**src/rtl/pc_pkg.sv**
```systemverilog
// Shared definitions for the program-counter sequencer: default vectors
// and the next-PC source select used by the priority mux.
package pc_pkg;

    localparam logic [31:0] RESET_VEC_DEF = 32'h0000_0000;
    localparam logic [31:0] EXC_VEC_DEF   = 32'h0000_0080;

    // Source of the next PC, listed in decreasing priority.
    typedef enum logic [2:0] {
        SEL_RESET = 3'd0,
        SEL_EXC   = 3'd1,
        SEL_HOLD  = 3'd2,
        SEL_RET   = 3'd3,
        SEL_REDIR = 3'd4,
        SEL_SEQ   = 3'd5
    } pc_sel_e;

endpackage

```
**src/rtl/pc_ras.sv**
```systemverilog
// Return-address stack: circular buffer of RAS_DEPTH entries.
// A push while full overwrites the oldest entry and pulses overflow;
// a return on an empty stack pulses underflow. Both pulses are registered
// and last exactly one cycle.
module pc_ras #(
    parameter int PC_W      = 32,
    parameter int RAS_DEPTH = 4
) (
    input  logic                         Clk,
    input  logic                         Rst,
    input  logic                         push,       // call: store push_data
    input  logic                         ret,        // return request
    input  logic                         replace,    // with ret: overwrite top instead of pop
    input  logic [PC_W-1:0]              push_data,
    output logic [PC_W-1:0]              top,
    output logic [$clog2(RAS_DEPTH):0]   count,
    output logic                         underflow,
    output logic                         overflow
);

    localparam int PTR_W = $clog2(RAS_DEPTH);
    localparam int CNT_W = PTR_W + 1;
    localparam logic [CNT_W-1:0] FULL = CNT_W'(RAS_DEPTH);

    logic [PC_W-1:0]  mem [RAS_DEPTH];
    logic [PTR_W-1:0] ptr;       // next free slot; top lives at ptr-1
    logic [PTR_W-1:0] top_idx;
    logic             empty;
    logic             full;

    assign top_idx = ptr - PTR_W'(1);
    assign top     = mem[top_idx];
    assign empty   = (count == '0);
    assign full    = (count == FULL);

    // Pointer, occupancy and one-cycle status pulses.
    always_ff @(posedge Clk) begin
        if (Rst) begin
            ptr       <= '0;
            count     <= '0;
            underflow <= 1'b0;
            overflow  <= 1'b0;
        end else begin
            underflow <= 1'b0;
            overflow  <= 1'b0;
            if (ret) begin
                if (empty) begin
                    underflow <= 1'b1;
                end else if (!replace) begin
                    ptr   <= top_idx;
                    count <= count - CNT_W'(1);
                end
            end else if (push) begin
                ptr <= ptr + PTR_W'(1);
                if (full) begin
                    overflow <= 1'b1;
                end else begin
                    count <= count + CNT_W'(1);
                end
            end
        end
    end

    // Entry storage; contents are only read while count is non-zero,
    // so the array itself needs no reset.
    always_ff @(posedge Clk) begin
        if (!Rst) begin
            if (ret && replace && !empty) begin
                mem[top_idx] <= push_data;
            end else if (!ret && push) begin
                mem[ptr] <= push_data;
            end
        end
    end

endmodule

```
**src/rtl/pc_sequencer.sv**
```systemverilog
// Program-counter sequencer at the head of IF.
// Holds the PC register and the next-PC priority mux
// (reset > exception > stall > return > redirect > sequential)
// and drives a return-address stack for call/return.
// Optional macro PC_PERF_CNT_EN adds saturating stall and redirect counters.
module pc_sequencer
    import pc_pkg::*;
#(
    parameter int              PC_W      = 32,
    parameter int              INC       = 4,
    parameter logic [PC_W-1:0] RESET_VEC = PC_W'(RESET_VEC_DEF),
    parameter logic [PC_W-1:0] EXC_VEC   = PC_W'(EXC_VEC_DEF),
    parameter int              RAS_DEPTH = 4
) (
    input  logic                        Clk,
    input  logic                        Rst,
    input  logic                        PCWrite,
    input  logic                        RedirectValid,
    input  logic [PC_W-1:0]             RedirectTarget,
    input  logic                        Call,
    input  logic                        Ret,
    input  logic                        Exc,
    output logic [PC_W-1:0]             PCout,
    output logic [PC_W-1:0]             PCPlus,
    output logic [$clog2(RAS_DEPTH):0]  RasCount,
    output logic                        RasUnderflow,
    output logic                        RasOverflow
`ifdef PC_PERF_CNT_EN
    ,
    output logic [31:0]                 StallCnt,
    output logic [31:0]                 RedirectCnt
`endif
);

    pc_sel_e         sel;
    logic [PC_W-1:0] pc_next;
    logic [PC_W-1:0] ras_top;
    logic            ras_push;
    logic            ras_ret;
    logic            ras_replace;

    assign PCPlus = PCout + PC_W'(INC);

    // Next-PC source selection in priority order.
    always_comb begin
        sel = SEL_SEQ;
        if (Rst) begin
            sel = SEL_RESET;
        end else if (Exc) begin
            sel = SEL_EXC;
        end else if (!PCWrite) begin
            sel = SEL_HOLD;
        end else if (Ret) begin
            sel = SEL_RET;
        end else if (RedirectValid) begin
            sel = SEL_REDIR;
        end
    end

    // Next-PC mux and stack requests; an empty-stack return falls through sequentially.
    always_comb begin
        pc_next     = PCPlus;
        ras_push    = 1'b0;
        ras_ret     = 1'b0;
        ras_replace = 1'b0;
        case (sel)
            SEL_RESET: pc_next = RESET_VEC;
            SEL_EXC:   pc_next = EXC_VEC;
            SEL_HOLD:  pc_next = PCout;
            SEL_RET: begin
                ras_ret     = 1'b1;
                ras_replace = Call && RedirectValid;
                pc_next     = (RasCount != '0) ? ras_top : PCPlus;
            end
            SEL_REDIR: begin
                pc_next  = RedirectTarget;
                ras_push = Call;
            end
            default:   pc_next = PCPlus;
        endcase
    end

    // PC register; reset is folded into the select above.
    always_ff @(posedge Clk) begin
        PCout <= pc_next;
    end

    pc_ras #(
        .PC_W      (PC_W),
        .RAS_DEPTH (RAS_DEPTH)
    ) u_ras (
        .Clk       (Clk),
        .Rst       (Rst),
        .push      (ras_push),
        .ret       (ras_ret),
        .replace   (ras_replace),
        .push_data (PCPlus),
        .top       (ras_top),
        .count     (RasCount),
        .underflow (RasUnderflow),
        .overflow  (RasOverflow)
    );

`ifdef PC_PERF_CNT_EN
    logic stall_evt;
    logic redir_evt;

    assign stall_evt = (sel == SEL_HOLD);
    assign redir_evt = (sel == SEL_EXC) || (sel == SEL_REDIR) ||
                       ((sel == SEL_RET) && (RasCount != '0));

    // Saturating performance counters.
    always_ff @(posedge Clk) begin
        if (Rst) begin
            StallCnt    <= '0;
            RedirectCnt <= '0;
        end else begin
            if (stall_evt && (StallCnt != '1)) begin
                StallCnt <= StallCnt + 32'd1;
            end
            if (redir_evt && (RedirectCnt != '1)) begin
                RedirectCnt <= RedirectCnt + 32'd1;
            end
        end
    end
`endif

endmodule

```
**config.mk**
```make
export PLATFORM = sky130hd
export DESIGN_NAME = pc_sequencer
export DESIGN_NICKNAME = d
export VERILOG_FILES = /design/src/rtl/pc_pkg.sv /design/src/rtl/pc_ras.sv /design/src/rtl/pc_sequencer.sv
export SDC_FILE = /design/constraint.sdc
export NUM_CORES = 1
export LEC_CHECK = 0
export BUFFER_PORTS_ARGS = -buffer_cell sky130_fd_sc_hd__clkbuf_2
export CAP_MARGIN = 15
export CORE_AREA = 5 5 173 191
export DETAILED_ROUTE_END_ITERATION = 16
export DIE_AREA = 0 0 178 196
export HOLD_SLACK_MARGIN = 0.03
export PLACE_DENSITY_LB_ADDON = 0.12
export REMOVE_ABC_BUFFERS = 1
export SETUP_SLACK_MARGIN = 0.5
export SKIP_CTS_REPAIR_TIMING = 1
export SLEW_MARGIN = 25
export SYNTH_ARGS = -nofsm -noshare
export SYNTH_HDL_FRONTEND = slang
export SYNTH_SLANG_ARGS = --single-unit
```
**constraint.sdc**
```tcl
create_clock -name Clk -period 3.6 [get_ports Clk]
set_input_delay 0.18 -clock Clk [delete_from_list [all_inputs] [get_ports Clk]]
set_output_delay 0.18 -clock Clk [all_outputs]
set_load 0.02 [all_outputs]
```
# Word level (Yosys, flattened, before mapping)
# Memories as Yosys holds them, arrays and structs flattened.
# Cells that the tools add are included.
dict set report totals {
  ff_bits 39
  mem_bits_rw 128
  inputBits 39
  out_inout_bits 69
  elab_cells 67
  mem_count 1
}
dict set report classes {
  add_sub_neg 5
  eq_ne 8
  mux 31
  bitwise 2
  reduce_logical 15
}
# memory words word_bits rd rd_clocked_by_memory_dff write_ports line_no
set mem_list {}
lappend mem_list {u_ras.mem 4 32 1 0 1 pc_ras.sv:25} ;# logic [PC_W-1:0] mem [RAS_DEPTH];
# cell n
set op_table {}
lappend op_table {{case mux 32 bit (5 select lines)} 1}
lappend op_table {{two-way mux 32 bit} 2}
lappend op_table {{adder 32 x 3 -> 32 bit, second input constant} 1}
lappend op_table {{OR reduction 32 bit} 1}
lappend op_table {{two-way mux 3 bit} 9}
lappend op_table {{two-way mux 1 bit} 14}
lappend op_table {{two-way mux 2 bit} 5}
lappend op_table {{== test 3 x 2 -> 1 bit, second input constant} 2}
lappend op_table {{== test 3 bit, second input constant} 2}
lappend op_table {{zero test 3 bit} 2}
lappend op_table {{logical AND 1 bit} 4}
lappend op_table {{!= test 2 bit, second input constant} 2}
lappend op_table {{AND reduction 4 bit} 1}
lappend op_table {{adder 3 x 1 -> 3 bit, second input constant} 1}
lappend op_table {{== test 3 x 1 -> 1 bit, second input constant} 1}
lappend op_table {{AND reduction 3 bit} 1}
lappend op_table {{nonzero test 3 bit} 1}
lappend op_table {{OR reduction 3 bit} 1}
lappend op_table {{subtractor 3 x 1 -> 3 bit, second input constant} 1}
lappend op_table {{adder 2 x 1 -> 2 bit, second input constant} 1}
lappend op_table {{zero test 1 bit} 2}
lappend op_table {{!= test 2 x 1 -> 1 bit, second input constant} 1}
lappend op_table {{NOT 1 bit} 2}
lappend op_table {{nonzero test 2 bit} 1}
lappend op_table {{other kinds (2)} 2}

# Logic depth before layout (Yosys ltp)
# Gate-level depths: netlist (run 1).
dict set report logic_depth {
  word_depth 15
  ltp_mapped 8
  mapped_depth_nobuf 7
}

# Modules after synthesis
# Synthesis (run 1) repeated with hierarchy kept, for this count alone.
dict set report hier_totals {
  cells_unflattened 479
  hier_area_um2 7507.2
}
# mod instances cells_per_inst area_each_um2 seq_area_each_um2
set modules_own_cells {}
lappend modules_own_cells {pc_ras 1 220 5042.3 3983.8}
lappend modules_own_cells {pc_sequencer 1 259 2464.9 960.9}

# Worst setup path before layout (run 1)
# No wires, ideal clock.
dict set report synth_timing {
  path_type {register to register}
  startpoint {register u_ras.count[2]}
  endpoint {memory u_ras.mem[1][0], enable pin}
  setup_ps 471
  arrival_time_ps 3503
  required_ps 3129
  slack_ps -374
  path_stages_with_launch 5
  path_buffers 0
  period_less_slack_ps 3974
  cell_sequence {dfxtp_1 > or3_1 > nand4_1 > or3_1 > a21boi_0}
}
dict set report synth_via {
  elab_chain_len 8
  word_cells_on_any_way 12
  cone_classes {mux (8); reduce/logical (4)}
}
# element line_no
set synth_lines {}
lappend synth_lines {{start, declared} pc_ras.sv:16} ;# output logic [$clog2(RAS_DEPTH):0] count,
lappend synth_lines {{start signal, assigned} pc_ras.sv:51} ;# count <= count - CNT_W'(1);
lappend synth_lines {{start signal, assigned} pc_ras.sv:58} ;# count <= count + CNT_W'(1);
lappend synth_lines {{zero test 3 bit *} pc_ras.sv:33} ;# assign empty = (count == '0);
lappend synth_lines {{zero test 1 bit *} pc_ras.sv:68} ;# if (ret && replace && !empty) begin
lappend synth_lines {{logical AND 1 bit *} pc_ras.sv:68}
lappend synth_lines {{two-way mux 1 bit} pc_ras.sv:68}
lappend synth_lines {{two-way mux 1 bit} pc_ras.sv:67} ;# if (!Rst) begin
lappend synth_lines {{two-way mux 1 bit (implied by the code)} pc_ras.sv:71} ;# mem[ptr] <= push_data;
lappend synth_lines {{OR reduction 32 bit (no source line)} -}
lappend synth_lines {{two-way mux 2 bit (no source line) or two-way mux 1 bit (tied branches)} -}
lappend synth_lines {{end, declared} pc_ras.sv:25}
# Every way passes the cells marked *; elsewhere a longest branch is shown, timed or not.

# Final worst setup path (run 1)
dict set report layout_timing {
  startpoint {register PCout[2]}
  endpoint {output PCPlus[22]}
}
dict set report layout_via {
  elab_chain_len 1
}
# element line_no
set layout_lines {}
lappend layout_lines {{start, declared} pc_sequencer.sv:23} ;# output logic [PC_W-1:0] PCout,
lappend layout_lines {{start signal, assigned} pc_sequencer.sv:85} ;# PCout <= pc_next;
lappend layout_lines {{adder 32 x 3 -> 32 bit} pc_sequencer.sv:42} ;# assign PCPlus = PCout + PC_W'(INC);
lappend layout_lines {{end, declared} pc_sequencer.sv:24} ;# output logic [PC_W-1:0] PCPlus,
# Every way passes these cells.

==> results of run 1 <==
## through the flow
step | utilization | hold WS (ps) | cells | area [um^2] | total power (uW)
global route | 0.290 | 55.4 | 994 | 9000 | 4440
detailed placement | 0.271 | 478 | 960 | 8410 | 2570
floorplan | - | 249 | 418 | 7160 | 2410
finish | 0.290 | 47.9 | 994 | 9000 | 4260
CTS | 0.289 | 21.7 | 992 | 8970 | 4320
global placement | 0.271 | 472 | 960 | 8410 | 2560
## worst max-delay path: stages, from the launching register on
cell and delay (ps):
sky130_fd_sc_hd__edfxtp_1 470, sky130_fd_sc_hd__ha_1 220, sky130_fd_sc_hd__nand3_1 220, sky130_fd_sc_hd__nor3_4 260, sky130_fd_sc_hd__buf_12 170, sky130_fd_sc_hd__nand3_1 80, sky130_fd_sc_hd__xnor2_1 450, sky130_fd_sc_hd__clkbuf_2 280
## area by class of cell
type	count	share of cell area
clock buffers	17	0.0473
well taps	420	0.0584
flip-flops and latches	167	0.550
inverters	11	0.00459
repair buffers	124	0.0793
multi-input cells	240	0.246
clock inverters	15	0.0147
## worst paths after layout
kind / depth (start not counted) / start / endpoint
min reg2reg: 2 / u_ras.count[0] / u_ras.count[0]
min: 3 / RedirectTarget[4] / PCout[4]
max: 7 / PCout[2] / PCPlus[22]
max reg2reg: 6 / u_ras.count[2] / u_ras.mem[2][19]
## registers in the layout, indices dropped and copies added (netlist names)
signal / count
u_ras.ptr: 2
u_ras.mem: 128
u_ras.count: 3
PCout: 32
u_ras.overflow: 1
u_ras.underflow: 1
## cell families after synthesis
logic type | share of synthesized area
flops | 0.679
xor+xnor | 0.0382
buf+inv | 0.0222
simple gates | 0.0883
mux | 0.0990
compound gates | 0.0686
fa+ha+maj | 0.00447
## routing by layer
layer / routed length, um / global-route usage / up-vias
li1: - / - / 1992
met1: 9180 / 0.155 / 2290
met2: 10700 / 0.210 / 93
met3: 927 / 0.0287 / 14
met4: 218 / 0.0287 / 0
met5: 0 / 0 / -
## synth_stat cells, types with 2 or more instances
cell and instances:
sky130_fd_sc_hd__a21boi_0 3, sky130_fd_sc_hd__a21o_1 18, sky130_fd_sc_hd__a21oi_1 5, sky130_fd_sc_hd__a222oi_1 2, sky130_fd_sc_hd__a22o_1 20, sky130_fd_sc_hd__a22oi_1 4, sky130_fd_sc_hd__and2_1 3, sky130_fd_sc_hd__and3_1 5
sky130_fd_sc_hd__and3b_1 2, sky130_fd_sc_hd__and4_1 3, sky130_fd_sc_hd__buf_2 15, sky130_fd_sc_hd__buf_4 4, sky130_fd_sc_hd__clkbuf_1 4, sky130_fd_sc_hd__dfxtp_1 7, sky130_fd_sc_hd__edfxtp_1 160, sky130_fd_sc_hd__inv_1 10
sky130_fd_sc_hd__mux4_2 32, sky130_fd_sc_hd__nand2_1 36, sky130_fd_sc_hd__nand3_1 13, sky130_fd_sc_hd__nand4_1 11, sky130_fd_sc_hd__nor2_1 12, sky130_fd_sc_hd__nor2b_1 2, sky130_fd_sc_hd__nor3_1 6, sky130_fd_sc_hd__o21ai_0 8
sky130_fd_sc_hd__or3_1 4, sky130_fd_sc_hd__xnor2_1 18, sky130_fd_sc_hd__xor2_1 10, sky130_fd_sc_hd__xor2_2 2
## power by group through the flow
stage / combinational, uW / clock, uW / sequential [uW]
CTS: 309 / 1800 / 2210
global placement: 305 / 0 / 2260
global route: 326 / 1890 / 2220
floorplan: 128 / 0 / 2280
detailed placement: 308 / 0 / 2260
finish: 300 / 1750 / 2210
==> impl_metrics.tcl, run 1 <==
set metrics [dict create \
    floorplan.rows 68 \
    multiInputGateArea_um2 2210 \
    ant_nets 0 \
    num_io_pins 108 \
    critical_path_class "flop to primary output" \
    setup_viol_count_final 0 \
    yosys.area.top_type "sky130_fd_sc_hd__edfxtp_1" \
    dieWidth_um 178 \
    seqCellArea_um2 4950 \
    post_route_cells_drive_above_1_share 0.361 \
    vias_per_cell 4.42 \
    antenna_found_initial 0 \
    fin_tns_setup_ps 0 \
    slew_headroom 0.587 \
    totalWireLength_um 21100 \
    insertedDiodeCount 0 \
    drc 0 \
    tritoncts_buffer_count 17 \
    via_count_of_the_first_global_routing_pass 4702 \
    port-buffer-count 107 \
    combPwrFrac 0.070 \
    synth_seq_area_share 0.679 \
    yosys.cell_types.count 50 \
    internal_power_uw 3180 \
    detailedPlace.worstSlack_ps 1030 \
    fill_cells 3145 \
    synth_enable_flop_cells 160 \
    drtIter0Drc 293 \
    synth_area_per_cell_um2 16.5 \
    via_total_after_detailed_routing 4389 \
    grt_setup_unrepaired "no" \
    r2r_setup_slack_ps 1320 \
    report.final.hold_viol_count 0 \
    fmax_ghz 0.362 \
    required_ps 3420 \
    timing.max_cap.violations 0 \
    count_of_tritonroute_iterations_in_the_first_routing_pass 4 \
    place_hpwl_um 13700 \
    die_h_um 196 \
    gr-usage-all-layers 0.122 \
    syn_area_um2 7280 \
    cts.reportedPaths.clkPinSlew_ps 70 \
    critical_path.max_fanout 9 \
    number_of_nets_in_the_layout 602 \
    status "completed" \
    final_common_cell "sky130_fd_sc_hd__edfxtp_1" \
    min-delay-path-class "primary input to flop" \
    buffers_from_clock_root_to_sink_at_most 2 \
    dieArea_um2 34900 \
    critical_path_arrival_ps 2580 \
    global_route_wire_length_before_repair_um 31000 \
    start_util 0.234 \
    cts-htree-levels 4 \
    post-route-period-util 0.768 \
    period_needed_ps 2760 \
    gp_weighted_congestion 0.708 \
    fin_ws_ps 836 \
    source_to_sink_clock_delay_at_the_later_pin_of_the_worst_skew_pair_ps 420 \
    synth-async-reset-ratio 0 \
    ctsRootBufferMaster "sky130_fd_sc_hd__clkbuf_16" \
    peakVddDrop_mv 0.282 \
    seq_power_share 0.520 \
    post_synth_main_area_contributors "sky130_fd_sc_hd__edfxtp_1 (66%), sky130_fd_sc_hd__mux4_2 (9.9%), sky130_fd_sc_hd__a22o_1 (2.4%)" \
    p_switching_uw 1080 \
    drt-wirelength-per-cell_um 21.2 \
    leakage_uw 0.00339 \
    critPathCaptureType "primary output" \
    fin_max_slew_vios 0 \
    setup.worst_path.start_class "flop" \
    grt.overflow.total 0 \
    clock_power_share 0.410 \
    ys.warnings.count 0 \
    worst-slew-pin-transition_ps 612 \
    area_delta_synth_final_pct 23.6 \
    clkSinkCount 167 \
    p_sw_frac 0.254 \
    p_per_area_nw_per_um2 473 \
    pin_count_of_the_biggest_net_entering_global_routing 32 \
    synth.ff_latch_count 167 \
    cell_count_after_synthesis 441 \
    finalClockSkew_ps 13.0 \
    yosysTopAreaCellShare 0.660 \
    tritoncts_clock_tree "built" \
    design.core.area_um2 31100 \
    mostFrequentLayoutCells "sky130_fd_sc_hd__edfxtp_1 (160), sky130_fd_sc_hd__clkbuf_2 (107), sky130_fd_sc_hd__nand2_1 (36)" \
    ys_flop_type "sky130_fd_sc_hd__edfxtp_1" \
]
No activity file was read; power rests on OpenSTA's default activity.
==> run 2: changes to the inputs <==
==> constraint.sdc (replaced) <==
create_clock -name Clk -period 2.6 [get_ports Clk]
set_input_delay 0.13 -clock Clk [delete_from_list [all_inputs] [get_ports Clk]]
set_output_delay 0.13 -clock Clk [all_outputs]
set_load 0.02 [all_outputs]
==> run 2 against run 1 <==
- count of clock-buffer cells in the layout increased by 2
- critical endpoint is now PCPlus[31]
- combinational power is 87% higher
- cell area rose by 12%
- register-to-register slack lost 870 ps
- sequential share of layout area down 6.0 points
==> impl_metrics.tcl, run 2 (synthesized netlist as in run 1, its figures left out) <==
set metrics [dict create \
    tritoncts_clock_tree "built" \
    drc 0 \
    gr-usage-all-layers 0.120 \
    fill_cells 3116 \
    antenna_found_initial 0 \
    holdPathStages 3 \
    ff2ff_path_depth 7 \
    buffers_from_clock_root_to_sink_at_most 2 \
    cts-htree-levels 4 \
    multiInputGateArea_um2 2540 \
    global_route_wire_length_before_repair_um 30800 \
    critical_path.max_fanout 6 \
    status "completed" \
    num_io_pins 108 \
    finalClockSkew_ps 12.5 \
    fin_max_slew_vios 0 \
    fin_tns_setup_ps 0 \
    grt.overflow.total 0 \
    largest_register "u_ras.mem" \
    area_delta_synth_final_pct 38.6 \
    seqCellArea_um2 4950 \
    via_total_after_detailed_routing 4631 \
    die_h_um 196 \
    setup_viol_count_final 0 \
    vias_per_cell 4.32 \
    gp_weighted_congestion 0.717 \
    report.final.hold_viol_count 0 \
    totalWireLength_um 21600 \
    critical_path_arrival_ps 2250 \
    largest_register_ff_count 128 \
    insertedDiodeCount 0 \
    critical-path-slowest-cell "sky130_fd_sc_hd__edfxtp_1" \
    post_layout_nonfiller_instances 1072 \
    floorplan.rows 68 \
    port-buffer-count 107 \
    fin_ws_ps 219 \
    layout_top_registers "u_ras.mem: 128 flops, PCout: 32 flops, u_ras.count: 3 flops" \
    path_cells "and4_4 > nand4b_4 > buf_6 > nor4b_4 > xor2_2 > buf_6" \
    layout.core_utilization 0.325 \
    drt-wirelength-per-cell_um 20.1 \
    power_uw 6130 \
    clkSinkCount 167 \
    p_per_area_nw_per_um2 608 \
    path_common_cell "sky130_fd_sc_hd__buf_6" \
    drtIter0Drc 250 \
    post-route-period-util 0.916 \
    start_util 0.234 \
    critical_path_class "flop to primary output" \
    period_needed_ps 2380 \
    ant_nets 0 \
    numPlacedInstances 976 \
    setup.worst_path.start_class "flop" \
    ctsRootBufferMaster "sky130_fd_sc_hd__clkbuf_16" \
    count_of_tritonroute_iterations_in_the_first_routing_pass 4 \
    post_route_cells_drive_above_1_share 0.480 \
    leakage_uw 0.00399 \
    final_common_cell "sky130_fd_sc_hd__edfxtp_1" \
    detailedPlace.worstSlack_ps 159 \
    worst-slew-pin-transition_ps 676 \
    place_hpwl_um 13700 \
    design.core.area_um2 31100 \
    min-delay-path-class "primary input to flop" \
    mostFrequentLayoutCells "sky130_fd_sc_hd__edfxtp_1 (160), sky130_fd_sc_hd__clkbuf_2 (91), sky130_fd_sc_hd__buf_4 (79)" \
    critPathCaptureType "primary output" \
    peakVddDrop_mv 0.419 \
    dieArea_um2 34900 \
    cp.depth 6 \
    number_of_nets_in_the_layout 680 \
    pin_count_of_the_biggest_net_entering_global_routing 35 \
    fmax_ghz 0.420 \
    slew_headroom 0.545 \
    tritoncts_buffer_count 17 \
    required_ps 2470 \
    source_to_sink_clock_delay_at_the_later_pin_of_the_worst_skew_pair_ps 420 \
    dieWidth_um 178 \
    cp_num_buf_inv 2 \
    cts.reportedPaths.clkPinSlew_ps 60 \
    cp_slowest_stage_delay_ps 470 \
    grt_setup_unrepaired "yes" \
    timing.max_cap.violations 0 \
    via_count_of_the_first_global_routing_pass 4792 \
    path_delay_family "simple AND/OR/NAND/NOR gates" \
]
run 2: worst min-delay path, cell delays in order:
cell,delay (ps)
sky130_fd_sc_hd__clkbuf_2,80
sky130_fd_sc_hd__a22oi_1,60
sky130_fd_sc_hd__nand2_1,60
run 2: stage by stage:
stage               area (um^2)  hold WS [ps]
detailed placement         8550           436
CTS                        9130         -16.7
floorplan                  7160           199
global placement           8550           437
global route              10100          33.7
finish                    10100          17.8
run 2: layer usage:
metal / global-route usage / up-vias / wire length [um]
met5: 0 / - / 0
met1: 0.145 / 2371 / 8940
met2: 0.212 / 101 / 11300
met4: 0.0370 / 0 / 339
met3: 0.0245 / 22 / 1000
li1: - / 2137 / -
run 2: cell type report:
| type | count | share of cell area |
|---|---|---|
| sequential | 167 | 0.490 |
| multi-input combinational | 241 | 0.252 |
| timing repair buffer | 201 | 0.144 |
| tap | 420 | 0.0521 |
| clock buffer | 19 | 0.0429 |
| clock inverter | 13 | 0.0145 |
| inverter | 11 | 0.00409 |
run 2: worst paths after layout:
check	startpoint	to	slack (ps)
worst max-delay path	PCout[6]	PCPlus[31]	220
worst min-delay path	RedirectTarget[12]	PCout[12]	20
worst max register to register	PCout[6]	PCout[31]	450
worst min register to register	PCout[1]	u_ras.mem[1][1]	570
run 2: report_power, final:
part           internal (uW)  leakage (uW)  switching (uW)
Combinational            240       0.00210             320
Clock                   1430      0.000280            1080
Sequential              3000       0.00161            57.9
Total                   4670       0.00399            1460
